==> src/rtl/run_ctrl_pkg.sv <==
// rtl/run_ctrl_pkg.sv - shared state encoding and display constants for the CPU run sequencer
package run_ctrl_pkg;

  typedef enum logic [2:0] {
    ST_IDLE    = 3'd0,
    ST_LOAD    = 3'd1,
    ST_RESET   = 3'd2,
    ST_RUN     = 3'd3,
    ST_CAPTURE = 3'd4,
    ST_DONE    = 3'd5,
    ST_TIMEOUT = 3'd6
  } run_state_t;

  // Shown on the 7-seg when the CPU never halted within its tick budget
  localparam logic [31:0] TIMEOUT_DISP = 32'hEEEE_EEEE;

endpackage

==> src/rtl/run_tick_gen.sv <==
// rtl/run_tick_gen.sv - clock-enable pulse generator, one tick every CLK_DIV enabled cycles
module run_tick_gen #(
  parameter int CLK_DIV = 1000000
) (
  input  logic i_clk,
  input  logic i_rst,
  input  logic i_en,
  input  logic i_clr,
  output logic o_tick
);

  localparam int CW = $clog2(CLK_DIV) + 1;
  localparam logic [CW-1:0] DIV_MAX = CW'(CLK_DIV);

  // Counts enabled cycles starting from 0 after a clear, so the first tick
  // lands CLK_DIV cycles after the enable begins; afterwards it cycles 1..CLK_DIV.
  logic [CW-1:0] r_cnt;

  // Divider counter: cleared by reset or clear, advances only while enabled
  always_ff @(posedge i_clk) begin
    if (i_rst || i_clr) begin
      r_cnt <= '0;
    end else if (i_en) begin
      if (r_cnt == DIV_MAX) r_cnt <= CW'(1);
      else                  r_cnt <= r_cnt + CW'(1);
    end
  end

  assign o_tick = i_en && (r_cnt == DIV_MAX);

endmodule

==> src/rtl/cpu_run_ctrl.sv <==
// rtl/cpu_run_ctrl.sv - launches, paces and halt-detects the egg-drop CPU, then packs its results
module cpu_run_ctrl
  import run_ctrl_pkg::*;
#(
  parameter int CLK_DIV     = 1000000,
  parameter int RST_CYCLES  = 4,
  parameter int HALT_STABLE = 8,
  parameter int MAX_TICKS   = 100000
) (
  input  logic        in_clk,
  input  logic        in_rst,
  input  logic        in_start,
  input  logic [6:0]  in_floors_data,
  input  logic [6:0]  in_resistance_data,
  input  logic [31:0] cpu_pc,
  input  logic [31:0] cpu_attempt,
  input  logic [31:0] cpu_broken,
  input  logic [31:0] cpu_human,
  input  logic [31:0] cpu_material,
  input  logic        cpu_is_last_broken,
  output logic        cpu_rst,
  output logic        cpu_tick,
  output logic [31:0] init_floors,
  output logic [31:0] init_resistance,
  output logic [31:0] o_disp_data,
  output logic        o_last_broken,
  output logic        o_busy,
  output logic        o_done,
  output logic        o_timeout
);

  localparam int RW = $clog2(RST_CYCLES) + 1;
  localparam int HW = $clog2(HALT_STABLE) + 1;
  localparam int MW = $clog2(MAX_TICKS) + 1;
  localparam logic [RW-1:0] RC_MAX = RW'(RST_CYCLES);
  localparam logic [HW-1:0] HS_MAX = HW'(HALT_STABLE);
  localparam logic [MW-1:0] MT_MAX = MW'(MAX_TICKS);

  run_state_t    r_state, w_state_next;
  logic          r_sync1, r_sync2, r_sync_d;
  logic [6:0]    r_floors, r_resistance;
  logic [RW-1:0] r_rst_cnt;
  logic [HW-1:0] r_stable_cnt;
  logic [MW-1:0] r_run_cnt;
  logic [31:0]   r_last_pc;
  logic [7:0]    r_attempt, r_broken, r_material, r_human;
  logic          r_last_broken;

  logic          w_start_edge, w_tick;
  logic [RW-1:0] w_rst_next;
  logic [HW-1:0] w_stable_next;
  logic [MW-1:0] w_run_next;
  logic          w_unused_bits;

  // Only the low byte of each result word reaches the display
  assign w_unused_bits = ^{cpu_attempt[31:8], cpu_broken[31:8],
                           cpu_human[31:8], cpu_material[31:8]};

  assign w_start_edge = r_sync2 & ~r_sync_d;

  run_tick_gen #(.CLK_DIV(CLK_DIV)) u_tick (
    .i_clk  (in_clk),
    .i_rst  (in_rst),
    .i_en   ((r_state == ST_RESET) || (r_state == ST_RUN)),
    .i_clr  (r_state == ST_LOAD),
    .o_tick (w_tick)
  );

  assign cpu_tick = w_tick;

  // Saturating counter increments; the PC-stable count restarts whenever the PC moves
  assign w_rst_next    = (r_rst_cnt == RC_MAX) ? r_rst_cnt : r_rst_cnt + RW'(1);
  assign w_run_next    = (r_run_cnt == MT_MAX) ? r_run_cnt : r_run_cnt + MW'(1);
  assign w_stable_next = (cpu_pc != r_last_pc)   ? '0 :
                         (r_stable_cnt == HS_MAX) ? r_stable_cnt : r_stable_cnt + HW'(1);

  // Start button: two-flop synchroniser plus a delayed copy for edge detection
  always_ff @(posedge in_clk) begin
    if (in_rst) begin
      r_sync1  <= 1'b0;
      r_sync2  <= 1'b0;
      r_sync_d <= 1'b0;
    end else begin
      r_sync1  <= in_start;
      r_sync2  <= r_sync1;
      r_sync_d <= r_sync2;
    end
  end

  // State register
  always_ff @(posedge in_clk) begin
    if (in_rst) r_state <= ST_IDLE;
    else        r_state <= w_state_next;
  end

  // Next state and state-decoded outputs; halt is tested before the budget so it wins a tie
  always_comb begin
    w_state_next = r_state;
    cpu_rst      = 1'b1;
    o_busy       = 1'b0;
    o_done       = 1'b0;
    o_timeout    = 1'b0;
    o_disp_data  = '0;
    case (r_state)
      ST_IDLE: begin
        if (w_start_edge) w_state_next = ST_LOAD;
      end
      ST_LOAD: begin
        o_busy       = 1'b1;
        w_state_next = ST_RESET;
      end
      ST_RESET: begin
        o_busy = 1'b1;
        if (w_tick && (w_rst_next >= RC_MAX)) w_state_next = ST_RUN;
      end
      ST_RUN: begin
        cpu_rst = 1'b0;
        o_busy  = 1'b1;
        if (w_tick) begin
          if (w_stable_next >= HS_MAX)   w_state_next = ST_CAPTURE;
          else if (w_run_next >= MT_MAX) w_state_next = ST_TIMEOUT;
        end
      end
      ST_CAPTURE: begin
        cpu_rst      = 1'b0;
        o_busy       = 1'b1;
        w_state_next = ST_DONE;
      end
      ST_DONE: begin
        cpu_rst     = 1'b0;
        o_done      = 1'b1;
        o_disp_data = {r_attempt, r_broken, r_material, r_human};
        if (w_start_edge) w_state_next = ST_LOAD;
      end
      ST_TIMEOUT: begin
        o_timeout   = 1'b1;
        o_disp_data = TIMEOUT_DISP;
        if (w_start_edge) w_state_next = ST_LOAD;
      end
      default: w_state_next = ST_IDLE;
    endcase
  end

  // Launch values, pacing/halt counters and captured results
  always_ff @(posedge in_clk) begin
    if (in_rst) begin
      r_floors      <= '0;
      r_resistance  <= '0;
      r_rst_cnt     <= '0;
      r_stable_cnt  <= '0;
      r_run_cnt     <= '0;
      r_last_pc     <= '0;
      r_attempt     <= '0;
      r_broken      <= '0;
      r_material    <= '0;
      r_human       <= '0;
      r_last_broken <= 1'b0;
    end else begin
      case (r_state)
        ST_LOAD: begin
          r_floors      <= in_floors_data;
          r_resistance  <= in_resistance_data;
          r_rst_cnt     <= '0;
          r_stable_cnt  <= '0;
          r_run_cnt     <= '0;
          r_last_pc     <= '0;
          r_attempt     <= '0;
          r_broken      <= '0;
          r_material    <= '0;
          r_human       <= '0;
          r_last_broken <= 1'b0;
        end
        ST_RESET: begin
          if (w_tick) r_rst_cnt <= w_rst_next;
        end
        ST_RUN: begin
          if (w_tick) begin
            r_stable_cnt <= w_stable_next;
            r_last_pc    <= cpu_pc;
            r_run_cnt    <= w_run_next;
          end
        end
        ST_CAPTURE: begin
          r_attempt     <= cpu_attempt[7:0];
          r_broken      <= cpu_broken[7:0];
          r_material    <= cpu_material[7:0];
          r_human       <= cpu_human[7:0];
          r_last_broken <= cpu_is_last_broken;
        end
        default: ;
      endcase
    end
  end

  assign init_floors     = {25'b0, r_floors};
  assign init_resistance = {25'b0, r_resistance};
  assign o_last_broken   = r_last_broken;

endmodule
==> config.mk <==
export PLATFORM = sky130hd
export DESIGN_NAME = cpu_run_ctrl
export DESIGN_NICKNAME = d
export VERILOG_FILES = /design/src/rtl/run_ctrl_pkg.sv /design/src/rtl/run_tick_gen.sv /design/src/rtl/cpu_run_ctrl.sv
export SDC_FILE = /design/constraint.sdc
export NUM_CORES = 1
export LEC_CHECK = 0
export ABC_AREA = 1
export CELL_PAD_IN_SITES_DETAIL_PLACEMENT = 1
export CELL_PAD_IN_SITES_GLOBAL_PLACEMENT = 2
export CORE_ASPECT_RATIO = 1.5
export CORE_MARGIN = 8
export CORE_UTILIZATION = 20
export CTS_CLUSTER_SIZE = 14
export DETAILED_ROUTE_END_ITERATION = 7
export MAX_ROUTING_LAYER = met4
export PLACE_DENSITY_LB_ADDON = 0.1
export RECOVER_POWER = 50
export SYNTH_ARGS = -nofsm -noshare
export SYNTH_HDL_FRONTEND = slang
export SYNTH_SLANG_ARGS = --single-unit
export TNS_END_PERCENT = 30
==> constraint.sdc <==
create_clock -name in_clk -period 2.05 [get_ports in_clk]
set_clock_uncertainty 0.15 [all_clocks]
set_input_delay 0.41 -clock in_clk [delete_from_list [all_inputs] [get_ports in_clk]]
set_output_delay 0.41 -clock in_clk [all_outputs]
set_load 0.005 [all_outputs]
Word-level counts from Yosys, hierarchy flattened. Index checks and enable logic that the tools add are counted. Widths: inputs -> output; s select.

Add/sub/neg operators: 4. Order comparisons: 3. Equal/unequal tests: 16. Mux-type cells: 29. Bitwise gates (word level): 2. Reduce and logical (&&, ||, !) cells: 14.

Operator list (number): $pmux 32 s2 (2); $pmux 8 s2 (4); $mux 18 (2); $pmux 18 s2 (1); $mux 32 (1); $ne 32x32->1 (1); $add 21x1->21 const B (1); $eq 21x20->1 const B (1); $mux 21 (1); $mux 3 (7); $add 18x1->18 const B (1); $eq 18x17->1 const B (1); $ge 18x17->1 const B (1); $pmux 3 s5 (1); $eq 3x3->1 const B (4); $mux 4 (3); $pmux 4 s2 (1); $eq 3x2->1 const B (2); $pmux 3 s2 (1); $reduce_bool 2->1 (3); $reduce_or 3->1 (2); $add 4x1->4 const B (1); $eq 4x4->1 const B (1); $ge 4x4->1 const B (1); 16 further kinds (24).

Register bits after elaboration: 131. Input bits: 178. Output and inout port bits: 102.

Logic depth before layout (Yosys ltp).
Depth after elaboration: 7. Depth in mapped cells: 17. Mapped depth without buffers: 17.

Cells and area by module. A second synthesis with hierarchy kept.

Cell total of the unflattened synthesis: 1055. Area total of the unflattened synthesis: 7113.1 um2.

Modules (own cells, without submodules): cpu_run_ctrl (instances 1, cells an instance 880, area each 5884.4 um2); run_tick_gen (instances 1, cells an instance 175, area each 1228.7 um2).

Least setup slack after synthesis. OpenSTA, ideal clock, no wires.

Path kind: register to register. From: reg u_tick.r_cnt[1]. To: reg u_tick.r_cnt[18]. Arrival: 1.741 ns. Setup slack: 0.044 ns. Stages on the path, launching flop included: 13. Path through: dfxtp_1 ha_1 nand2_1 nor3_1 nand3_2 nor3_2 nand2_1 nor2_2 nand3_2 nor2_4 nand2_1 o21ai_1 nor2_1.

Cells in the longest elaborated chain, start to end: 2.

Ends and longest elaborated chain: start: declaration (RTL line run_tick_gen.sv:17) `logic [CW-1:0] r_cnt;`; start signal: assignment (RTL line run_tick_gen.sv:25) `else r_cnt <= r_cnt + CW'(1);`; $add 21x1->21 or $eq 21x20->1 (tied branches) (RTL line run_tick_gen.sv:25, run_tick_gen.sv:24); $mux 21 (*) (RTL line run_tick_gen.sv:24) `if (r_cnt == DIV_MAX) r_cnt <= CW'(1);`.

Mark *: on every way between the ends. The rest lies on a longest branch, timed or not. A chain may end at the register's enable or synchronous reset.

Worst setup path after layout.
From: reg u_tick.r_cnt[0]. To: out cpu_tick.

Cells in the longest elaborated chain, start to end: 2.

Ends and longest elaborated chain: $eq 21x20->1 (RTL line run_tick_gen.sv:29) `assign o_tick = i_en && (r_cnt == DIV_MAX);`; $logic_and 1x1->1 (RTL line run_tick_gen.sv:29); end: declaration (RTL line cpu_run_ctrl.sv:22) `output logic cpu_tick,`.

Every way passes these cells.

==> results.cfg <==
[placed_design]
post-place-cells = 1683
hpwlAfterDp_um = 19700
pre_cts_ws_ns = -0.381
gp_congestion = 0.721
io_buffers = 133

[routing]
wire_per_inst_um = 16.1
drt-total-wl_um = 28300
num_vias = 7550
ant_nets = 0
drt_iter0_markers = 218
vias_per_cell = 4.29
route.detailed.drc = 0
drt_first_pass_iters = 4

[critical_path]
critPathRequiredTime_ns = 1.49
path_class = flip-flop to output port
crit_path_end_kind = output port
path_cells = inv_2 > ha_4 > nand4_1 > nor4_1 > nand3_1 > nor2_2 > buf_2
slowest_delay_ns = 0.32
cp-start-kind = flip-flop
cp_slowest_cell = dfxtp_2
crit_fanout = 2
arrival_ns = 1.71
rrSetupSlack_ns = -0.20
cp_num_buf_inv = 2
critical-path-top-delay-family = simple AND/OR/NAND/NOR gates

[synth]
synth-seq-area-share_pct = 37.6
synth_top_family_by_area = simple AND/OR/NAND/NOR gates
yosysWarnings = 0
synth-edff-count = 0
yosys.area.top_type = dfxtp_1
synth-compound-area-share_pct = 12.8
syn_inst = 1033
ys_top_cells_by_area = dfxtp_1 38%, nand2_1 13%, nor2_1 7.5%
synth_fa_ha_area_share_pct = 1.44
synthMuxAreaShare_pct = 0
syn_area_um2 = 6970
synth-async-reset-ratio_pct = 0
syn_area_per_cell_um2 = 6.74
synth_seq_cells = 131
synthSimpleGateAreaFrac_pct = 31.2
yosysTopAreaCellShare_pct = 37.6
synthDistinctLibCells = 40
synth_xor_area_share_pct = 4.02
synthFlopType = dfxtp_1

[floorplanning]
die_y_um = 245
dieWidth_um = 168
start_util_pct = 20.3
rows = 83
core_area_um2 = 34300
io_pins = 280
dieArea_um2 = 41200

[job]
maxCapViolCount = 1

[cts]
clkTransAtPathRegs_ns = 0.06
htree_levels = 4
cts-hold-fix-buffers = 0
cts.sinks = 131
cts_tree = yes
cts.path.max_buffers = 2
cts_made_buffers = 17
insertion_delay_ns = 0.44
root_buffer = clkbuf_16

[layout]
drive_above_1_share_pct = 35.2
stdcell_count = 1758
syn_to_final_growth_pct = 66.1
fillers = 4165
antenna_cells = 0
layout.nets = 1508

[sta]
slew_violations = 59
fin_ws_ns = -0.220
fin_crit_sh_pct = 111
worst_slew_pin_slew_ns = 1.56
rsz0062_at_grt = true
timing.fmax_ghz = 0.440
max_slew_margin_pct = -4.11
holdWs_ns = 0.261
hold_violations = 0
setup_viol = 99
min_period_ns = 2.27

[power_and_ir_drop]
leakage_nw = 4.85
irDropWorstVdd_mv = 0.552
powerDensity_nw_per_um2 = 982

[run_status]
violations = max-capacitance violations, max-slew violations, negative setup slack
status = finished, violations left

[global_route]
grt.total_usage_pct = 13.7
grt_pass1_vias = 7907
antenna_found_initial = 0
grt_max_degree = 59
grt_pass1_wl_um = 42800
grt-ovfl-total = 0

[min_path]
hold_path_class = flip-flop to flip-flop
[cell usage after synthesis, types with 4 or more instances]
cell and number:
nor2_1 140, inv_1 82, nand2_1 241, nor3b_1 4, clkbuf_1 26, nand3_2 4, a21oi_1 101, buf_2 9
xnor2_1 23, o21ai_0 57, nor4_1 7, buf_1 5, ha_1 8, nor2_2 5, nand4_1 11, buf_4 53
xor2_1 9, nor3_1 6, nand3_1 70, inv_2 6, or2_2 5, dfxtp_1 131
[cells in the final DEF (no fill, tap or decap), types with 10 or more instances in the layout]
cell type and n:
inv_1 68, nand2_1 176, a21oi_1 63, nand3_1 58, clkbuf_16 23, o21ai_0 43
nand4_1 11, nor2_1 114, xnor2_1 23, conb_1 50, inv_2 13, nand3_2 11
buf_12 10, nor2_4 14, dfxtp_2 10, nand2_2 54, nand2_4 12, buf_6 57
a21oi_2 36, buf_4 120, buf_2 19, dfxtp_1 115, o21ai_2 10, clkdlybuf4s50_1 95
nor2_2 19
[final cells by class]
| type | instances | area [um2] | area share [%] |
|---|---|---|---|
| clock buffer | 22 | 484 | 4.18 |
| clock inverter | 8 | 103 | 0.886 |
| inverter | 89 | 362 | 3.12 |
| multi-input combinational | 769 | 4440 | 38.3 |
| sequential | 131 | 2660 | 23.0 |
| tap | 425 | 532 | 4.59 |
| timing repair buffer | 314 | 3000 | 25.9 |
[report_power, final]
| group | switching [mW] | leakage [nW] | internal [mW] |
|---|---|---|---|
| clock network | 1.22 | 0.284 | 1.90 |
| registers | 0.308 | 1.07 | 3.04 |
| logic | 2.61 | 3.50 | 2.28 |
[worst min-delay path, cell delays in order (launching register included)]
cell	delay, ns
dfxtp_1	0.30
inv_1	0.04
nor2_1	0.03
[repair_timing]
action / CTS / global route
endpoints found under the setup margin: 100 / 112
buffers inserted: 24 / 16
resized for setup: 250 / 227
gates cloned: 4 / 6
pin swaps: 21 / 92
[layer usage]
layer,part of all wire (%),vias up,GRT usage [%]
met5,0,-,-
met4,2.4,0,5.77
met3,2.7,33,2.37
met2,57,123,26.1
met1,38,3585,13.4
li1,-,3809,-
[registers in the layout, indices dropped and copies added, names as in the netlist]
| signal | cells |
|---|---|
| o_last_broken | 1 |
| r_attempt | 8 |
| r_broken | 8 |
| r_floors | 7 |
| r_human | 8 |
| r_last_pc | 32 |
| r_material | 8 |
| r_resistance | 7 |
| r_rst_cnt | 3 |
| r_run_cnt | 18 |
| r_stable_cnt | 4 |
| r_state | 3 |
| r_sync1 | 1 |
| r_sync2 | 1 |
| r_sync_d | 1 |
| u_tick.r_cnt | 21 |
[per-stage QoR]
stage               util, %  area (um2)  power [mW]  setup TNS [ns]
floorplan                 -        7150        5.40               0
global placement       28.0        9590        7.24           -9.72
CTS                    30.8       10500        10.8          -11.37
finish                 33.8       11600        11.4          -12.17
detailed placement     28.0        9590        7.29          -13.56
global route           33.8       11600        12.2          -28.63
[worst paths after layout]
path | start | end | cells after the start
setup / recovery | u_tick.r_cnt[0] | cpu_tick | 7
hold / removal | r_sync1 | r_sync2 | 2
setup reg to reg | u_tick.r_cnt[0] | r_run_cnt[0] | 14
hold reg to reg | r_sync1 | r_sync2 | 2
[kinds of logic (layout without fill, tap and decap cells)]
logic type               count (synthesis)  after routing
AND/OR/NAND/NOR                        506            506
buffers and inverters                  182            433
AO/OA/AOI/OAI                          173            173
flip-flops                             131            131
XOR/XNOR                                32             32
adder cells (fa/ha/maj)                  8              8
other                                    1             50
Note: power is estimated with default switching activity, not from simulation.
